--- config.mk ---
export PLATFORM = sky130hd
export DESIGN_NAME = audio_level_meter_flat
export DESIGN_NICKNAME = d
export VERILOG_FILES = /design/src/rtl/audio_level_meter_if.sv /design/src/rtl/audio_level_meter.sv /design/src/flat_wrapper.sv
export SDC_FILE = /design/constraint.sdc
export NUM_CORES = 1
export LEC_CHECK = 0
export CAP_MARGIN = 25
export CORE_ASPECT_RATIO = 1.5
export CORE_MARGIN = 2
export CORE_UTILIZATION = 55
export DETAILED_ROUTE_END_ITERATION = 6
export PLACE_DENSITY = 0.87
export SLEW_MARGIN = 20
export SYNTH_ARGS = -nofsm -noshare
export SYNTH_HDL_FRONTEND = slang
export SYNTH_SLANG_ARGS = --single-unit
export TNS_END_PERCENT = 100
--- constraint.sdc ---
create_clock -name clk -period 2.9 [get_ports clk]
set_input_delay 0.58 -clock clk [delete_from_list [all_inputs] [get_ports clk]]
set_output_delay 0.58 -clock clk [all_outputs]
set_load 0.05 [all_outputs]
--- src/rtl/audio_level_meter_if.sv ---
// Sample-stream and level-report signals between the audio source, the meter
// and the PicoBlaze controller.
interface audio_level_meter_if;
    logic signed [15:0] sample_in;
    logic               sample_valid;
    logic               meter_en;
    logic        [7:0]  level_out;
    logic               level_irq;
    logic               clip_flag;

    modport master (
        output sample_in, sample_valid, meter_en,
        input  level_out, level_irq, clip_flag
    );

    modport slave (
        input  sample_in, sample_valid, meter_en,
        output level_out, level_irq, clip_flag
    );
endinterface

--- src/rtl/audio_level_meter.sv ---
// Windowed peak/clip meter feeding the volume controller.
// Optional peak-hold with decay is enabled by defining PEAK_DECAY_EN.
module audio_level_meter #(
    parameter int WINDOW_SAMPLES = 1024,
    parameter int CLIP_THRESH    = 32000,
    parameter int DECAY_STEP     = 4
) (
    input  logic                clk,
    input  logic                reset_n,
    audio_level_meter_if.slave  bus
);

    localparam logic [15:0] LAST_CNT = 16'(WINDOW_SAMPLES - 1);
    localparam logic [14:0] CLIP_LIM = 15'(CLIP_THRESH);

    // Magnitude of a two's-complement sample; -32768 clamps to full scale.
    function automatic logic [14:0] abs_sat(input logic signed [15:0] s);
        if (s[15] && (s[14:0] == 15'd0)) return 15'h7FFF;
        else if (s[15])                  return 15'(-s);
        else                             return s[14:0];
    endfunction

    function automatic logic [7:0] decay_sat(input logic [7:0] lvl);
        logic [8:0] step;
        step = 9'(DECAY_STEP);
        if ({1'b0, lvl} >= step) return lvl - step[7:0];
        else                     return 8'd0;
    endfunction

    logic               accept;
    logic        [15:0] win_cnt_q, win_cnt_d;
    logic               vld_p1_q, vld_p1_d;
    logic        [14:0] mag_p1_q, mag_p1_d;
    logic               last_p1_q, last_p1_d;
    logic               clip_p1_q, clip_p1_d;
    logic        [14:0] peak_q, peak_d;
    logic               clip_acc_q, clip_acc_d;
    logic        [14:0] pk;
    logic               cl;
    logic               vld_p2_q, vld_p2_d;
    logic        [7:0]  level_p2_q, level_p2_d;
    logic               clip_p2_q, clip_p2_d;
    logic        [7:0]  level_out_q, level_out_d;
    logic               level_irq_q, level_irq_d;
    logic               clip_flag_q, clip_flag_d;

    // ---- stage 1: accept, magnitude, window position ----
    always_comb begin
        accept    = bus.sample_valid & bus.meter_en;
        win_cnt_d = win_cnt_q;
        vld_p1_d  = accept;
        mag_p1_d  = mag_p1_q;
        last_p1_d = last_p1_q;
        clip_p1_d = clip_p1_q;
        if (accept) begin
            win_cnt_d = (win_cnt_q == LAST_CNT) ? 16'd0 : win_cnt_q + 16'd1;
            mag_p1_d  = abs_sat(bus.sample_in);
            last_p1_d = (win_cnt_q == LAST_CNT);
            clip_p1_d = (abs_sat(bus.sample_in) >= CLIP_LIM);
        end
    end

    // ---- stage 2: peak/clip accumulation and window close ----
    always_comb begin
        pk         = (mag_p1_q > peak_q) ? mag_p1_q : peak_q;
        cl         = clip_acc_q | clip_p1_q;
        peak_d     = peak_q;
        clip_acc_d = clip_acc_q;
        vld_p2_d   = 1'b0;
        level_p2_d = level_p2_q;
        clip_p2_d  = clip_p2_q;
        if (vld_p1_q) begin
            if (last_p1_q) begin
                // Closing sample is folded in; the accumulators restart clean.
                vld_p2_d   = 1'b1;
                level_p2_d = pk[14:7];
                clip_p2_d  = cl;
                peak_d     = 15'd0;
                clip_acc_d = 1'b0;
            end else begin
                peak_d     = pk;
                clip_acc_d = cl;
            end
        end
    end

    // ---- output stage: level/clip update and interrupt pulse ----
    always_comb begin
        level_out_d = level_out_q;
        clip_flag_d = clip_flag_q;
        level_irq_d = vld_p2_q;
        if (vld_p2_q) begin
`ifdef PEAK_DECAY_EN
            level_out_d = (level_p2_q > decay_sat(level_out_q)) ? level_p2_q
                                                                 : decay_sat(level_out_q);
`else
            level_out_d = level_p2_q;
`endif
            clip_flag_d = clip_p2_q;
        end
    end

    always_ff @(posedge clk or negedge reset_n) begin
        if (!reset_n) begin
            win_cnt_q   <= 16'd0;
            vld_p1_q    <= 1'b0;
            peak_q      <= 15'd0;
            clip_acc_q  <= 1'b0;
            vld_p2_q    <= 1'b0;
            level_out_q <= 8'd0;
            level_irq_q <= 1'b0;
            clip_flag_q <= 1'b0;
        end else begin
            win_cnt_q   <= win_cnt_d;
            vld_p1_q    <= vld_p1_d;
            peak_q      <= peak_d;
            clip_acc_q  <= clip_acc_d;
            vld_p2_q    <= vld_p2_d;
            level_out_q <= level_out_d;
            level_irq_q <= level_irq_d;
            clip_flag_q <= clip_flag_d;
        end
    end

    // Data-only pipeline registers; only consumed when their valid is set.
    always_ff @(posedge clk) begin
        mag_p1_q   <= mag_p1_d;
        last_p1_q  <= last_p1_d;
        clip_p1_q  <= clip_p1_d;
        level_p2_q <= level_p2_d;
        clip_p2_q  <= clip_p2_d;
    end

    assign bus.level_out = level_out_q;
    assign bus.level_irq = level_irq_q;
    assign bus.clip_flag = clip_flag_q;

endmodule

--- src/flat_wrapper.sv ---
// flat-port wrapper written by rule: the top's interface ports become plain ports
module audio_level_meter_flat 
#(
    parameter int WINDOW_SAMPLES = 1024,
    parameter int CLIP_THRESH    = 32000,
    parameter int DECAY_STEP     = 4
)
  (clk, reset_n, bus_sample_in, bus_sample_valid, bus_meter_en, bus_level_out, bus_level_irq, bus_clip_flag);
  audio_level_meter_if bus_i ();
  input  logic clk;
  input  logic reset_n;
  input wire logic [$bits(bus_i.sample_in)-1:0] bus_sample_in;
  input wire logic [$bits(bus_i.sample_valid)-1:0] bus_sample_valid;
  input wire logic [$bits(bus_i.meter_en)-1:0] bus_meter_en;
  output wire logic [$bits(bus_i.level_out)-1:0] bus_level_out;
  output wire logic [$bits(bus_i.level_irq)-1:0] bus_level_irq;
  output wire logic [$bits(bus_i.clip_flag)-1:0] bus_clip_flag;
  assign bus_i.sample_in = bus_sample_in;
  assign bus_i.sample_valid = bus_sample_valid;
  assign bus_i.meter_en = bus_meter_en;
  assign bus_level_out = bus_i.level_out;
  assign bus_level_irq = bus_i.level_irq;
  assign bus_clip_flag = bus_i.clip_flag;
  audio_level_meter #(.WINDOW_SAMPLES(WINDOW_SAMPLES), .CLIP_THRESH(CLIP_THRESH), .DECAY_STEP(DECAY_STEP)) u_core (.clk(clk), .reset_n(reset_n), .bus(bus_i));
endmodule
==> run_results.csv <==
group,metric,value,unit
timing,period_needed,2.61,ns
critical_path,crit_path_top_delay_cell,"or3b_2",
synth,ys_seq_elements,70,
route,dr.pass1.iters,4,
clock_network,cts.sinks,70,
pwr,p_per_area,720,nW/um^2
floorplanning,io_pins,30,
critical_path,start_kind,"primary input",
cells_and_area,finalNetCount,400,
synth,synth_nets,365,
route,initialDrtViolationCount,142,
global_route,overflow,0,
clock_network,cts_resized,0,
timing,drv_slew,0,
pwr,vdd_drop_max,0.000289,V
route,wl_met2,3.52,mm
critical_path,worst_r2r_path_depth,6,
global_route,grt_pass1_wl,11.3,mm
pwr,fin_total_pwr,3.03,mW
floorplanning,initial_core_util,0.561,
critical_path,cpPeakStageDelay,0.53,ns
synth,synth_ff_type,"dfrtp_1",
floorplanning,die_area,7240,um^2
timing,finClkSkew,0.00586,ns
floorplanning,die_h,103,um
global_route,grt_usage,0.199,
place,gp_congestion,0.805,
clock_network,clk_latency,0.34,ns
synth,synth_edf_count,26,
route,wl_per_cell,14.7,um
route,met1Wirelength,2.63,mm
critical_path,r2r-start,"u_core.mag_p1_q[14]$_DFFE_PP_",
synth,seq_area_frac_synth,0.521,
timing,worstMarginPinSlew,0.952,ns
cells_and_area,syn_to_final_growth,16.7,%
route,vias,2626,
floorplanning,core,6440,um^2
route,highest_layer,"met4",
critical_path,critPathRequiredTime,3.11,ns
place,portBuffers,29,
global_route,grt_pass1_vias,2593,
synth,yosysUniqueCellTypes,46,
critical_path,reg2reg_slack,0.42,ns
critical_path,cp.arrival,2.82,ns
run_status,run_status,"completed",
route,drcViolationCount,0,
critical_path,crit_fanout,7,
timing,slew_headroom,0.363,
synth,postSynthCellCount,328,
clock_network,numCtsBuffers,9,
floorplanning,fp-row-count,36,
clock_network,cts_tree,"built",
pwr,comb_power_share,0.284,
clock_network,clk_path_buf_depth,2,
pwr,pwr-share-seq,0.444,
run,maxCapViolations,0,
synth,async_flop_share,0.629,
pwr,power.leakage,1.75,nW
global_route,grt_max_degree,45,
route,wl,6.53,mm
critical_path,crit_path_end_kind,"flop",
clock_network,cts.htree.levels,3,
clock_network,postCtsSetupRepairBufs,0,
pwr,p_clk_frac,0.272,
worst_hold_path,hold_path_class,"in2async",
critical_path,reg2reg_to,"u_core.level_p2_q[7]$_DFFE_PP_",
route,ant_nets,0,
clock_network,clkTransAtPathRegs,0.07,ns
pwr,intPower,2.10,mW
pwr,p_switching,0.932,mW
cells_and_area,antennaDiodeCount,0,
timing,rsz0062_at_grt,"no",
synth,yosys_warnings,0,
timing,fmax,0.384,GHz
route,via_per_inst,5.91,
pwr,switching_share,0.307,
critical_path,crit_type,"in2reg",
cells_and_area,drive_gt1_frac,0.122,
global_route,antenna_found_initial,0,
critical_path,path_cells,"clkdlybuf4s50_1 > inv_1 > ha_1 > or3b_2 > nor2_1 > buf_4 > a21oi_1 > a211oi_2 > o2111a_1",
clock_network,hold_buffers,0,
synth,syn-mean-instance-area,11.0,um^2
timing,hold_viol,0,
timing,holdWs,0.102,ns
timing,min_period_over_period,0.899,
synth,syn-cell-area,3610,um^2
timing,setup_viol,0,
clock_network,root_buffer,"clkbuf_8",
route,wl_met3,232,um
floorplanning,die_width,70.2,um
place,dp_hpwl,4.70,mm
[logic make-up (layout without fill, tap and decap cells)]
logic type / after synthesis / after routing / synth area share
and+or+nand+nor: 103 / 103 / 0.138
buffers and inverters: 37 / 77 / 0.0416
DFF: 70 / 70 / 0.521
xor gates and xnor gates: 21 / 21 / 0.0509
adders and majority gates: 17 / 17 / 0.0589
AOI/OAI and AO/OA: 61 / 61 / 0.130
muxes: 19 / 19 / 0.0589
[synthesized netlist by cell type (2+ instances only)]
master	number	area, um^2
a211oi_1	2	15.0
a21oi_1	11	55.1
a31oi_1	2	12.5
a32o_1	14	140
a41oi_1	2	17.5
and4_1	2	17.5
buf_2	3	15.0
clkbuf_1	7	26.3
dfrtp_1	44	1100
edfxtp_1	26	781
ha_1	17	213
inv_1	25	93.8
mux2_2	18	203
nand2_1	34	128
nand2b_1	2	12.5
nand3_1	7	35.0
nand3b_1	2	15.0
nand4_1	9	56.3
nor2_1	28	105
nor3_1	2	10.0
nor4_1	6	37.5
o211a_1	2	20.0
o21a_1	4	30.0
o21ai_0	8	40.0
o31ai_1	5	37.5
o41ai_1	2	17.5
or3_1	2	12.5
or4_1	5	37.5
xnor2_1	7	61.3
xor2_1	14	123
[worst max-delay path by stage]
stage / from / slack (ns) / depth (start not counted) / to
finish: bus_sample_in[1] / 0.29 / 9 / u_core.clip_p1_q$_DFFE_PP_
detailed placement: bus_sample_in[1] / -0.009 / 9 / u_core.clip_p1_q$_DFFE_PP_
CTS: bus_sample_in[1] / 0.36 / 9 / u_core.clip_p1_q$_DFFE_PP_
global placement: bus_sample_in[0] / 0.1 / 8 / u_core.clip_p1_q$_DFFE_PP_
global route: bus_sample_in[1] / 0.19 / 9 / u_core.clip_p1_q$_DFFE_PP_
floorplan: bus_sample_in[0] / 0.60 / 8 / u_core.clip_p1_q$_DFFE_PP_
[stage by stage]
step	TNS [ns]	worst slack [ns]	instance area, um^2	util	cells
after CTS	0	0.360	4190	0.651	443
final	0	0.293	4210	0.654	444
after floorplan	0	0.602	3610	-	328
after detailed placement	-0.00938	-0.00938	3980	0.618	427
after global placement	0	0.0996	3980	0.618	427
after global routing	0	0.191	4210	0.654	444
[power by group through the flow]
stage	combinational (mW)	clock (mW)	sequential (mW)
after floorplan	0.580	0	1.39
after global placement	0.815	0	1.35
after detailed placement	0.848	0	1.36
after CTS	0.860	0.850	1.34
after global routing	0.963	0.887	1.37
final	0.861	0.824	1.35
[cell usage in the layout, fill, tap and decap left out, drive strengths merged, types with 3 or more instances in the layout]
master         count
o21ai              8
clkinv             3
clkbuf             9
o21a               4
o31ai              5
mux2              18
nand4              9
or4                6
nor2              28
a32o              14
xor2              14
buf                8
nand2             34
a211oi             3
nand3              7
edfxtp            26
inv               25
clkdlybuf4s50     28
ha                17
a21oi             11
xnor2              7
dfrtp             44
nor4               6
[sequential cells by signal, indices dropped and copies added (netlist names), 8 cells and up]
signal                flops
u_core.bus.level_out      8
u_core.level_p2_q         8
u_core.mag_p1_q          15
u_core.peak_q            15
u_core.win_cnt_q         16
[per-layer routing]
metal	GRT usage	up-vias
met3	0.0426	12
li1	-	1282
met5	0	-
met1	0.222	1269
met2	0.361	63
met4	0.101	0
[worst max-delay path, delay by kind of cell]
| family | cells | cell delay [ns] |
|---|---|---|
| compound gates | 3 | 0.46 |
| simple gates | 2 | 0.85 |
| fa+ha+maj | 1 | 0.17 |
| buf+inv | 3 | 0.76 |
[cell type report]
type / instances / area [um^2]
inverters: 25 / 93.8
clock buffers: 9 / 124
repair buffers: 36 / 350
well taps: 76 / 95.1
flip-flops and latches: 70 / 1880
multi-input cells: 221 / 1580
clock inverters: 7 / 88.8
fillers: 484 / 2230
No activity file was read; power rests on OpenSTA's default activity.
